<file path="config.mk">
export PLATFORM = sky130hd
export DESIGN_NAME = onehot_monitor
export DESIGN_NICKNAME = d
export VERILOG_FILES = /design/src/rtl/onehot_monitor_pkg.sv /design/src/rtl/onehot_lane_check.sv /design/src/rtl/onehot_monitor.sv
export SDC_FILE = /design/constraint.sdc
export NUM_CORES = 1
export LEC_CHECK = 0
export CORE_AREA = 2 2 83 125
export DETAILED_ROUTE_END_ITERATION = 8
export DIE_AREA = 0 0 85 127
export PLACE_DENSITY = 0.77
export SLEW_MARGIN = 10
export SYNTH_ARGS = -nofsm -noshare
export SYNTH_HDL_FRONTEND = slang
export SYNTH_SLANG_ARGS = --single-unit
</file>
<file path="constraint.sdc">
create_clock -name clk -period 3.2 [get_ports clk]
set_clock_uncertainty 0.15 [all_clocks]
set_input_delay 0.32 -clock clk [delete_from_list [all_inputs] [get_ports clk]]
set_output_delay 0.32 -clock clk [all_outputs]
set_load 0.005 [all_outputs]
</file>
<file path="src/rtl/onehot_monitor_pkg.sv">
// Shared types and helpers for the one-hot monitor.
// Index reporting is enabled by defining ONEHOT_MONITOR_INDEX_EN.
package onehot_monitor_pkg;

  typedef enum logic {
    MODE_STRICT  = 1'b0,
    MODE_ZERO_OK = 1'b1
  } onehot_mode_e;

  localparam int unsigned SAT_CALC_W = 32;

  // Saturating increment for counters up to SAT_CALC_W bits wide.
  function automatic logic [SAT_CALC_W-1:0] sat_inc(
    input logic [SAT_CALC_W-1:0] value,
    input int unsigned           width
  );
    logic [SAT_CALC_W-1:0] max_v;
    max_v = (width >= SAT_CALC_W) ? '1 : ((SAT_CALC_W'(1) << width) - SAT_CALC_W'(1));
    sat_inc = (value >= max_v) ? max_v : (value + SAT_CALC_W'(1));
  endfunction

endpackage

</file>
<file path="src/rtl/onehot_lane_check.sv">
// Combinational legality check for one lane; with ONEHOT_MONITOR_INDEX_EN
// it also encodes the position of the single set bit.
module onehot_lane_check
  import onehot_monitor_pkg::*;
#(
  parameter int DATA_WIDTH = 32
) (
  input  logic [DATA_WIDTH-1:0]         lane_din,
  input  onehot_mode_e                  mode,
`ifdef ONEHOT_MONITOR_INDEX_EN
  output logic [$clog2(DATA_WIDTH)-1:0] hot_idx,
`endif
  output logic                          legal
);

  logic pow2;
  logic is_zero;

  always_comb begin
    pow2    = (lane_din & (lane_din - DATA_WIDTH'(1))) == '0;
    is_zero = (lane_din == '0);
    legal   = (mode == MODE_ZERO_OK) ? pow2 : (pow2 && !is_zero);
  end

`ifdef ONEHOT_MONITOR_INDEX_EN
  localparam int IDX_W = $clog2(DATA_WIDTH);

  // Only a legal, non-zero lane has a meaningful index.
  always_comb begin
    hot_idx = '0;
    if (legal && !is_zero) begin
      for (int b = 0; b < DATA_WIDTH; b++) begin
        if (lane_din[b]) hot_idx = IDX_W'(b);
      end
    end
  end
`endif

endmodule

</file>
<file path="src/rtl/onehot_monitor.sv">
// Registered multi-lane one-hot monitor with saturating per-lane violation
// counters, sticky error and first-error capture (ONEHOT_MONITOR_INDEX_EN adds hot_idx).
module onehot_monitor
  import onehot_monitor_pkg::*;
#(
  parameter int DATA_WIDTH = 32,
  parameter int NUM_CH     = 4,
  parameter int CNT_WIDTH  = 8,
  localparam int CH_W      = (NUM_CH > 1) ? $clog2(NUM_CH) : 1
) (
  input  logic                           clk,
  input  logic                           resetn,
  input  logic                           mode,
  input  logic                           din_valid,
  input  logic [NUM_CH*DATA_WIDTH-1:0]   din,
  input  logic                           clr,
  output logic                           dout_valid,
  output logic [NUM_CH-1:0]              onehot,
  output logic                           sticky_err,
  output logic [NUM_CH*CNT_WIDTH-1:0]    err_cnt,
  output logic [CH_W-1:0]                first_err_ch,
`ifdef ONEHOT_MONITOR_INDEX_EN
  output logic [NUM_CH*$clog2(DATA_WIDTH)-1:0] hot_idx,
`endif
  output logic                           first_err_vld
);

  logic [NUM_CH-1:0] lane_legal;
  logic [NUM_CH-1:0] viol;

  logic                             dout_valid_q, dout_valid_d;
  logic [NUM_CH-1:0]                onehot_q, onehot_d;
  logic                             sticky_err_q, sticky_err_d;
  logic [NUM_CH-1:0][CNT_WIDTH-1:0] err_cnt_q, err_cnt_d;
  logic [CH_W-1:0]                  first_err_ch_q, first_err_ch_d;
  logic                             first_err_vld_q, first_err_vld_d;

`ifdef ONEHOT_MONITOR_INDEX_EN
  localparam int IDX_W = $clog2(DATA_WIDTH);
  logic [NUM_CH-1:0][IDX_W-1:0] lane_idx;
  logic [NUM_CH-1:0][IDX_W-1:0] hot_idx_q, hot_idx_d;
`endif

  for (genvar i = 0; i < NUM_CH; i++) begin : g_lane
    onehot_lane_check #(
      .DATA_WIDTH(DATA_WIDTH)
    ) u_check (
      .lane_din (din[i*DATA_WIDTH +: DATA_WIDTH]),
      .mode     (onehot_mode_e'(mode)),
`ifdef ONEHOT_MONITOR_INDEX_EN
      .hot_idx  (lane_idx[i]),
`endif
      .legal    (lane_legal[i])
    );
  end

  always_comb begin
    viol            = din_valid ? ~lane_legal : '0;
    dout_valid_d    = din_valid;
    onehot_d        = din_valid ? lane_legal : onehot_q;
    sticky_err_d    = sticky_err_q;
    err_cnt_d       = err_cnt_q;
    first_err_ch_d  = first_err_ch_q;
    first_err_vld_d = first_err_vld_q;

    // clr discards any violation seen in the same cycle.
    if (clr) begin
      sticky_err_d    = 1'b0;
      err_cnt_d       = '0;
      first_err_ch_d  = '0;
      first_err_vld_d = 1'b0;
    end else begin
      for (int i = 0; i < NUM_CH; i++) begin
        if (viol[i]) err_cnt_d[i] = CNT_WIDTH'(sat_inc(SAT_CALC_W'(err_cnt_q[i]), CNT_WIDTH));
      end
      if (|viol) sticky_err_d = 1'b1;
      if (!first_err_vld_q && (|viol)) begin
        first_err_vld_d = 1'b1;
        for (int i = NUM_CH - 1; i >= 0; i--) begin
          if (viol[i]) first_err_ch_d = CH_W'(i);
        end
      end
    end
  end

`ifdef ONEHOT_MONITOR_INDEX_EN
  always_comb begin
    hot_idx_d = din_valid ? lane_idx : hot_idx_q;
  end

  always_ff @(posedge clk) begin
    if (!resetn) hot_idx_q <= '0;
    else         hot_idx_q <= hot_idx_d;
  end

  assign hot_idx = hot_idx_q;
`endif

  always_ff @(posedge clk) begin
    if (!resetn) begin
      dout_valid_q    <= 1'b0;
      onehot_q        <= '0;
      sticky_err_q    <= 1'b0;
      err_cnt_q       <= '0;
      first_err_ch_q  <= '0;
      first_err_vld_q <= 1'b0;
    end else begin
      dout_valid_q    <= dout_valid_d;
      onehot_q        <= onehot_d;
      sticky_err_q    <= sticky_err_d;
      err_cnt_q       <= err_cnt_d;
      first_err_ch_q  <= first_err_ch_d;
      first_err_vld_q <= first_err_vld_d;
    end
  end

  assign dout_valid    = dout_valid_q;
  assign onehot        = onehot_q;
  assign sticky_err    = sticky_err_q;
  assign err_cnt       = err_cnt_q;
  assign first_err_ch  = first_err_ch_q;
  assign first_err_vld = first_err_vld_q;

endmodule

</file>
==> results of run 1 <==
-- sequential cells by signal, summed over array words and instances, names as in the netlist --
name	count
sticky_err	1
first_err_ch	2
dout_valid	1
onehot	4
first_err_vld	1
err_cnt	32
-- cell usage after synthesis, types with 13 or more instances --
| master | n |
|---|---|
| nand2_1 | 22 |
| dfxtp_1 | 41 |
| or3_1 | 14 |
| o21ai_0 | 20 |
| nor2_1 | 49 |
| nor3_1 | 40 |
| nand3_1 | 20 |
| or4_1 | 13 |
| nor4_1 | 15 |
| and3_1 | 20 |
| a31oi_1 | 13 |
| a21oi_1 | 16 |
-- per-stage QoR --
step / hold slack, ns / worst slack [ns] / setup TNS, ns
after global routing: 0.403 / -0.0950 / -0.569
final: 0.356 / 0.0531 / 0
after global placement: 0.329 / -0.352 / -7.57
after floorplan: 0.297 / 0.0400 / 0
after detailed placement: 0.333 / -0.474 / -10.52
after CTS: 0.356 / 0.00836 / 0
-- layout by cell type, fill, tap and decap left out, types with 5 or more instances in the layout --
| cell | Yosys | final |
|---|---|---|
| or3_1 | 14 | 10 |
| o31a_1 | 5 | 5 |
| o31ai_1 | 6 | 5 |
| clkbuf_16 | 0 | 5 |
| nor2b_1 | 8 | 8 |
| a211oi_1 | 12 | 10 |
| a31oi_1 | 13 | 12 |
| dlymetal6s2s_1 | 0 | 7 |
| inv_1 | 11 | 11 |
| or4_4 | 2 | 6 |
| mux2i_1 | 7 | 7 |
| o21ai_0 | 20 | 17 |
| clkdlybuf4s50_1 | 0 | 157 |
| nor3_1 | 40 | 34 |
| or4_1 | 13 | 9 |
| nand3_1 | 20 | 19 |
| nor4_1 | 15 | 8 |
| nand2_1 | 22 | 21 |
| maj3_1 | 9 | 9 |
| dfxtp_1 | 41 | 41 |
| nand4_1 | 9 | 9 |
| nor3_2 | 0 | 6 |
| buf_4 | 0 | 124 |
| a21oi_1 | 16 | 14 |
| nor4_2 | 2 | 5 |
| a311oi_1 | 12 | 11 |
| nor2_1 | 49 | 49 |
| dlygate4sd2_1 | 0 | 9 |
| and2_1 | 7 | 6 |
| a41oi_1 | 7 | 6 |
| and3_1 | 20 | 20 |
-- logic make-up (layout without fill, tap and decap cells) --
family	count (synthesis)	after routing
AOI/OAI and AO/OA	145	145
adders and majority gates	13	13
buffers and inverters	21	321
DFF	41	41
muxes	7	7
and+or+nand+nor	250	250
-- metal layers --
| layer | vias to the layer above | wire length, µm | track usage (%) |
|---|---|---|---|
| met2 | 218 | 8510 | 52.9 |
| li1 | 2571 | - | - |
| met3 | 56 | 865 | 3.62 |
| met1 | 2537 | 5720 | 27.4 |
| met5 | - | 0 | 0 |
| met4 | 0 | 663 | 11.4 |
-- how the worst min path moves through the flow --
stage                             start                        to
2_1_floorplan                    resetn     dout_valid$_SDFF_PN0_
3_3_place_gp    sticky_err$_SDFFE_PP0P_   sticky_err$_SDFFE_PP0P_
3_5_place_dp    sticky_err$_SDFFE_PP0P_   sticky_err$_SDFFE_PP0P_
4_1_cts         err_cnt[9]$_SDFFE_PP0P_   err_cnt[9]$_SDFFE_PP0P_
5_1_grt        err_cnt[12]$_SDFFE_PP0P_  err_cnt[12]$_SDFFE_PP0P_
6_report        err_cnt[9]$_SDFFE_PP0P_   err_cnt[9]$_SDFFE_PP0P_
-- tightest hold or removal path: stages, from the launching register on --
cell	delay (ns)
dfxtp_1	0.34
nand2_1	0.07
a21oi_1	0.05
-- layout make-up --
cell class,instances,area (µm²)
repair buffers,302,2730
clock buffers,6,139
inverters,11,41.3
flip-flops and latches,41,821
multi-input cells,415,3110
well taps,115,144
fillers,764,2620
clock inverters,2,37.5
-- what timing repair did --
item                       CTS  global route
cloned                       0             2
pin swaps                   20            33
gates resized for setup     31            57
setup buffers                5             5
setup endpoints to repair   19            38
hold buffers                 0             0
-- report_power, final --
part	internal, µW	leakage (µW)	switching, µW	total (µW)
Clock	389	0.0000831	202	591
Combinational	291	0.00221	203	493
Sequential	517	0.000332	7.81	525
==> summary.md, run 1 <==
| Metric | Value |
|---|---|
| Fin. Hold Viols | 0 |
| Area Overhead vs Synth | 92.7% |
| Top Ports | about 170 |
| Die H | roughly 130 µm |
| TritonCTS clock tree | done |
| Number of global-route vias before repair | roughly 5,400 |
| Synth Area in XOR/XNOR | 0% |
| Area contributors post-synth | dfxtp_1 (23%), nor3_1 (5.5%), nor2_1 (5.1%), and3_1 (3.4%), a311oi_1 (2.9%) |
| Cells after Synth | 477 |
| Least-Margin Pin Slew | between 0.7 and 0.8 ns |
| Clock root buffer | clkbuf_16 |
| Num CTS Buffers | 5 |
| CP max FO | 6 |
| # port buffers | 173 |
| Drt first-iter violations | around 320 |
| Relative slew slack | between 50% and 60% |
| Post-synthesis mux area share | 1.93% |
| Max Clock Freq | between 300 and 400 MHz |
| Clk buf depth | 2 |
| GRT overflow | 0 |
| Setup crit end kind | register |
| Cells along the critical path | clkdlybuf4s50_1 > buf_4 > a222oi_1 > nand2_1 > a2111oi_4 > o2111ai_1 > nor3_2 > buf_4 > a21oi_2 > clkdlybuf4s15_2 > and2_1 > a311oi_1 |
| Compound-Gate Fraction of Synth Area | ~30% |
| Cells on Worst Hold Path | 2 |
| DR DRC count | 0 |
| Crit start category | primary input |
| Placed cell count | 873 |
| ANT nets after route | 0 |
| Clock sink total | 41 |
| Vias | 5,382 |
| Initial DRT Pass Iterations | 4 |
| Starting density of the core | 37.8% |
| PnR Total Power | 1610 µW |
| Fin util | 72.8% |
| Vias per inst | just over 6 |
| Worst IR Drop VDD | between 200 and 250 µV |
| Yosys cell types | 68 |
| Post-route minimum period | around 3.1 ns |
| Largest net degree at the start of global routing | 19 |
| Ant diodes | 0 |
| # setup viols final | 0 |
| Final net count | between 900 and 1,000 |
| Largest area contributor in the netlist | dfxtp_1 |
| GPL Wtd Cong | roughly 0.95 |
| DP HPWL | around 12,000 µm |
| FF+latch count, synth | 41 |
| PD cells | around 230 nW/µm² |
| Largest family of logic cells by synthesized area | simple AND/OR/NAND/NOR gates |
| Global-route wire length before repair | around 24,000 µm |
| Cell Rows | 44 |
| Number of flops mapped to enable cells by yosys | 0 |
| Crit path to | err_cnt[4]$_SDFFE_PP0P_ |
| Worst R2R Path Depth | 4 |
| CP Buf/Inv Count | 4 |
| Avg Cell Area, Syn | between 7 and 8 µm² |
| Worst hold-check path type | register to register |
| Drt wl/cell | between 15 and 20 µm |
| Required @ worst endpoint | around 3.3 ns |
| Non-Filler Instances | ~890 |
| Initial antenna violation count | 0 |
| Top_reg_cell synth | dfxtp_1 |
| Worst path most repeated cell | buf_4 |
| Adder-Cell Fraction of Synth Area | approximately 3.9% |
| Static Leak | 0.00263 µW |
| Critical Path Stages | 12 |
| Synth top area share | ~23% |
| Post-synthesis net count | between 600 and 700 |
| Ys Warns | 0 |
| Htree depth | 2 |
| GRT Util Overall | a little over a quarter |
| Simple-gate share of the synthesized area | around two fifths |
| Crit path max-delay family | compound AO/OA/AOI/OAI gates |
| Synth Cell Area | 3640 µm² |
| Clk_lat worst skew | around 0.28 ns |
| Worst reg2reg path startpoint | err_cnt[10]$_SDFFE_PP0P_ |
| Critical path launch point | din[7] |
| R2R setup slack | around 1.3 ns |
| Total of max-cap violations | 0 |
| CP max stage delay | roughly 0.47 ns |
| Register area share after synthesis | a little under a quarter |
| Final Cycle Share | a little over nine tenths |
| Crit path kind | primary input to register |
| Ys async rst share | 0% |
| Final instance area | 7020 µm² |
| Status | complete, no violations |
| Routed wire length | around 16,000 µm |
| Worst-path clk slew | approximately 0.06 ns |
| Share of cells above drive strength 1 | between 20% and 30% |
| DP Area | between 6000 and 7000 µm² |
| Die Area | 10,800 µm² |
| Final Max Tran Viols | 0 |
| Core area | 9630 µm² |
| Crit path arrival time | around 3.2 ns |
| Critical register-to-register path endpoint | err_cnt[15]$_SDFFE_PP0P_ |
| Die W | 85 µm |
| Critical Path Slowest Stage Cell | clkdlybuf4s50_1 |
Note: power is estimated with default switching activity, not from simulation.
==> run 2, diff against run 1 <==
- SKIP_LAST_GASP: default -> 1
==> run 2 against run 1 <==
Core utilization stayed put. Sequential power hardly changed. Sequential share of layout area stayed put. Hold slack hardly changed. Die area stayed put. Critical endpoint is now first_err_vld$_SDFFE_PP0P_.
==> summary.md, run 2 (same netlist as run 1, synthesis figures left out) <==
| Metric | Value |
|---|---|
| Die W | 85 µm (unchanged) |
| Final Hold Slack | 0.356 ns (-0.000441 ns) |
| Area Overhead vs Synth | 92.7% (unchanged) |
| Clk_lat worst skew | 0.28 ns (about the same) |
| Clock root buffer | clkbuf_16 |
| Core area | 9630 µm² (unchanged) |
| Pre-CTS setup slack | -0.474 ns (unchanged) |
| Least-Margin Pin Slew | 0.733 ns (-0.00938 ns) |
| Comb power frac | 30.7% (about the same) |
| WL met2 | 8570 µm (+0.61%) |
| Cell Rows | 44 (unchanged) |
| Final Max Tran Viols | 0 (unchanged) |
| Drt first-iter violations | 323 (+2.2%) |
| Internal power contribution | 1200 µW (about the same) |
| Vias per inst | 6.06 (+0.39%) |
| Part of the power in registers | 32.6% (about the same) |
| Htree depth | 2 (unchanged) |
| DP HPWL | 11,900 µm (unchanged) |
| DR DRC count | 0 (unchanged) |
| Switching Share | 25.6% (about the same) |
| Total of max-cap violations | 0 (unchanged) |
| Relative slew slack | 51.1% (+0.63 points) |
| Worst-path clk slew | 0.06 ns (about the same) |
| Clock sink total | 41 (unchanged) |
| Setup crit end kind | register |
| CP max FO | 3 (-3) |
| Initial antenna violation count | 0 (unchanged) |
| Most common cell after layout, fill and taps aside | clkdlybuf4s50_1 |
| Max reg flops | 32 (unchanged) |
| Post-route minimum period | 3.13 ns (-0.0219 ns) |
| Top Metal Used | met4 |
| Starting density of the core | 37.8% (unchanged) |
| PD cells | 229 nW/µm² (about the same) |
| Worst hold-check path type | register to register |
| Psw | 412 µW (about the same) |
| Num CTS Buffers | 5 (unchanged) |
| Share of cells above drive strength 1 | 26.3% (unchanged) |
| Crit path kind | primary input to register |
| Crit start category | primary input |
| Met3 wire length | 864 µm (-0.12%) |
| DRT met1 WL | 5710 µm (-0.26%) |
| Static Leak | 0.00263 µW (unchanged) |
| Die Area | 10,800 µm² (unchanged) |
| Fin. Hold Viols | 0 (unchanged) |
| Ant diodes | 0 (unchanged) |
| ANT nets after route | 0 (unchanged) |
| # setup viols final | 0 (unchanged) |
| Top Ports | 174 (unchanged) |
| Vias | 5,403 (+0.39%) |
| Drt wl/cell | 17.7 µm (+0.22%) |
| Initial DRT Pass Iterations | 4 (unchanged) |
| Required @ worst endpoint | 3.21 ns (-0.04 ns) |
| Die H | 127 µm (unchanged) |
| Worst IR Drop VDD | 232 µV (about the same) |
| TritonCTS clock tree | done |
| GRT Util Overall | 26.8% (-0.067 points) |
| Commonest non-fill, non-tap cells in the layout | clkdlybuf4s50_1 (157), buf_4 (124), nor2_1 (49) |
| Final net count | 913 (unchanged) |
| GRT overflow | 0 (unchanged) |
| Fin util | 72.8% (unchanged) |
| GPL Wtd Cong | 0.946 (unchanged) |
| Hold_buf cts | 0 (unchanged) |
| Setup ws final | 0.0750 ns (+0.0219 ns) |
| Clk buf depth | 2 (unchanged) |
| Routed wire length | 15,800 µm (+0.22%) |
| Global-route wire length before repair | 24,400 µm (-0.11%) |
| Number of global-route vias before repair | 5,431 (+0.018%) |
| Status | complete, no violations |
| Max Clock Freq | 320 MHz (+0.70%) |
| Final Cycle Share | 97.7% (-0.69 points) |
| Clock share of power | 36.7% (about the same) |
| Crit path arrival time | 3.14 ns (-0.06 ns) |
| PnR Total Power | 1610 µW (about the same) |
| # port buffers | 173 (unchanged) |
| Largest net degree at the start of global routing | 19 (unchanged) |
## run 2: power by group through the flow
stage	clock [µW]	sequential, µW	combinational [µW]
floorplan	0	535	112
global placement	0	535	438
detailed placement	0	536	450
CTS	593	525	459
global route	614	526	526
finish	590	525	494
## run 2: worst max-delay path, stage by stage
cell and delay [ns]:
clkdlybuf4s50_1 0.47, buf_4 0.16, a222oi_1 0.36, nand2_1 0.18, a2111oi_4 0.36, o2111ai_1 0.17
nor3_2 0.22, nor4bb_4 0.26, buf_4 0.16, o21ai_2 0.06, o41a_1 0.41
## run 2: repair_timing
action | 4_1_cts | 5_1_grt
endpoints found under the setup margin | 19 | 38
cloned | 0 | 2
buffers inserted | 5 | 5
endpoints found under the hold margin | 0 | 0
pin swaps | 19 | 33
gates resized for setup | 29 | 59
## run 2: worst paths after layout
check                                         startpoint                          to  slack [ns]  cells after the start
worst min-delay path             err_cnt[9]$_SDFFE_PP0P_     err_cnt[9]$_SDFFE_PP0P_        0.36                      2
worst max register to register  err_cnt[10]$_SDFFE_PP0P_    err_cnt[15]$_SDFFE_PP0P_        1.30                      4
worst max-delay path                              din[7]  first_err_vld$_SDFFE_PP0P_        0.07                     11
worst min register to register   err_cnt[9]$_SDFFE_PP0P_     err_cnt[9]$_SDFFE_PP0P_        0.36                      2
## run 2: layer usage
layer  vias to the layer above  track usage (%)
met2                       220             52.5
met1                      2550             27.5
li1                       2574                -
met3                        59             3.62
met4                         0             11.6
met5                         -                0
## run 2: layout make-up
cell class              count  area, µm²
flip-flops and latches     41        821
clock buffers               6        139
clock inverters             2       37.5
repair buffers            302       2730
multi-input cells         415       3110
inverters                  11       41.3
well taps                 115        144
fillers                   760       2620
## run 2: stage by stage
| stage | instance area [µm²] | setup TNS, ns | cells |
|---|---|---|---|
| 6_report | 7020 | 0 | 892 |
| 5_1_grt | 7020 | -0.539 | 892 |
| 4_1_cts | 6660 | -0.0213 | 885 |
| 3_5_place_dp | 6350 | -10.52 | 873 |
| 3_3_place_gp | 6350 | -7.57 | 873 |
| 2_1_floorplan | 3640 | 0 | 477 |
==> patch: new RTL, config.mk and constraints of run 1 <==
Register the input `mode` before use, with the module's reset. The logic sees it one clock later. The other inputs are not delayed to match.
--- a/src/rtl/onehot_monitor.sv
+++ b/src/rtl/onehot_monitor.sv
@@ -26,4 +26,14 @@
 );
 
+  logic mode_q;
+
+  always_ff @(posedge clk) begin
+    if (!resetn) begin
+      mode_q <= '0;
+    end else begin
+      mode_q <= mode;
+    end
+  end
+
   logic [NUM_CH-1:0] lane_legal;
   logic [NUM_CH-1:0] viol;
@@ -47,5 +57,5 @@
     ) u_check (
       .lane_din (din[i*DATA_WIDTH +: DATA_WIDTH]),
-      .mode     (onehot_mode_e'(mode)),
+      .mode     (onehot_mode_e'(mode_q)),
 `ifdef ONEHOT_MONITOR_INDEX_EN
       .hot_idx  (lane_idx[i]),
Function: changed (a bounded check fails within 4 cycles, from zero or initial values and one cycle with resetn low).
==> patch against run 1 <==
- setup slack lost 0.015 ns
- largest cell class unchanged
- register-to-register slack lost 0.54 ns
- total power shrank 1.7%
- fmax shrank 0.48%
- first-iteration DRC count shrank 29%
- design area grew 5.3%
- synthesized cell count grew 5.5%
- sequential cell count grew 1
- combinational power grew 7.5%
- wire length shrank 1.8%
- area after synthesis grew 3.5%
- final cell count grew 5.3%
==> patch: results (changes against run 1) <==
\begin{tabular}{lr}
\hline
Metric & Value \\
\hline
\multicolumn{2}{l}{\textbf{Clock network}} \\
Post-cts sizing count & 58 (+87\%) \\
\multicolumn{2}{l}{\textbf{Run status}} \\
Status & complete, no violations \\
\multicolumn{2}{l}{\textbf{Placed design}} \\
Area after DPL & 6640 µm² (+4.6\%) \\
\multicolumn{2}{l}{\textbf{Yosys}} \\
Top post-synthesis cells by count & sky130\_fd\_sc\_hd\_\_nor2\_1 (59), sky130\_fd\_sc\_hd\_\_dfxtp\_1 (42), sky130\_fd\_sc\_hd\_\_nor3\_1 (38), sky130\_fd\_sc\_hd\_\_o21ai\_0 (29) \\
Adder-Cell Fraction of Synth Area & 2.66\% (-1.2 points) \\
\multicolumn{2}{l}{\textbf{Global route}} \\
Global-route met3 utilization & 4.07\% (+0.45 points) \\
Maximum number of pins on one net before global-route repair & 20 (+1) \\
First-pass GRT wire length & 24800 µm (+1.4\%) \\
Number of global-route vias before repair & 5648 (+4.0\%) \\
Met2 routing resource usage after global routing & 53.7\% (+0.78 points) \\
\multicolumn{2}{l}{\textbf{Routing}} \\
Total vias in the final route & 5652 (+5.0\%) \\
Detailed Route WL & 15500 µm (-1.8\%) \\
Met3 wire length & 905 µm (+4.6\%) \\
Length of routed met2 wiring & 8520 µm (+0.13\%) \\
\multicolumn{2}{l}{\textbf{Power and ir drop}} \\
Pint & 1.15 mW (-3.9\%) \\
IR Drop Worst-Case VDD & 328 µV (+42\%) \\
Power share of the combinational group & 33.5\% (+2.8 points) \\
Flip-flop and latch power & 0.543 mW (+3\%) \\
Static leakage & 2.80 nW (+6.4\%) \\
\multicolumn{2}{l}{\textbf{Final layout}} \\
Fraction of final layout cells with drive strength greater than 1 & 28.8\% (+2.5 points) \\
Total area of sequential cells & 841 µm² (+2.4\%) \\
Fillers & 689 (-9.8\%) \\
Final nets & 960 (+5.1\%) \\
\multicolumn{2}{l}{\textbf{Timing}} \\
Transition at the pin with the smallest max-transition slack & 0.794 ns (+0.0509 ns) \\
\multicolumn{2}{l}{\textbf{Worst setup path}} \\
R2r endpoint & err\_cnt[29]\$\_SDFFE\_PP0P\_ \\
Internal reg-to-reg setup slack & 0.76 ns (-0.54 ns) \\
\hline
\end{tabular}
## patch: cell count changes after synthesis, sizes merged, moves of 5 or more
cell,run 1,this run
a211oi,12,17
a21oi,16,30
mux2i,7,1
nand2,22,28
nand3,20,12
nor2,49,59
nor4,17,23
o21ai,21,29
or4,15,9
## patch: layout make-up
cell class | count | share of cell area, %
Sequential cell | 42 | 11.4
Inverter | 10 | 0.508
Tap cell | 115 | 1.95
Clock inverter | 2 | 0.169
Multi-Input combinational cell | 441 | 44.5
Timing Repair Buffer | 323 | 39.6
Clock buffer | 6 | 1.88
## patch: tightest hold or removal path: stages (launching register included)
cell and delay [ns]:
sky130_fd_sc_hd__dfxtp_1 0.31, sky130_fd_sc_hd__nand2_1 0.06, sky130_fd_sc_hd__a21boi_0 0.07
## patch: per-stage QoR
stage / hold slack [ns] / setup slack, ns
finish: 0.335 / 0.0379
global route: 0.354 / -0.0879
CTS: 0.331 / 0.00105
detailed placement: 0.322 / -0.587
global placement: 0.310 / -0.471
floorplan: 0.288 / 0.0762
## patch: how the worst min path moves through the flow
| stage | from | to | slack [ns] | depth (start not counted) |
|---|---|---|---|---|
| after floorplan | resetn | onehot[2]$_SDFFE_PN0P_ | 0.29 | 1 |
| after global placement | sticky_err$_SDFFE_PP0P_ | sticky_err$_SDFFE_PP0P_ | 0.31 | 2 |
| after detailed placement | sticky_err$_SDFFE_PP0P_ | sticky_err$_SDFFE_PP0P_ | 0.32 | 2 |
| final | onehot[3]$_SDFFE_PN0P_ | onehot[3]$_SDFFE_PN0P_ | 0.34 | 2 |
| after global routing | onehot[3]$_SDFFE_PN0P_ | onehot[3]$_SDFFE_PN0P_ | 0.35 | 2 |
| after CTS | sticky_err$_SDFFE_PP0P_ | sticky_err$_SDFFE_PP0P_ | 0.33 | 2 |
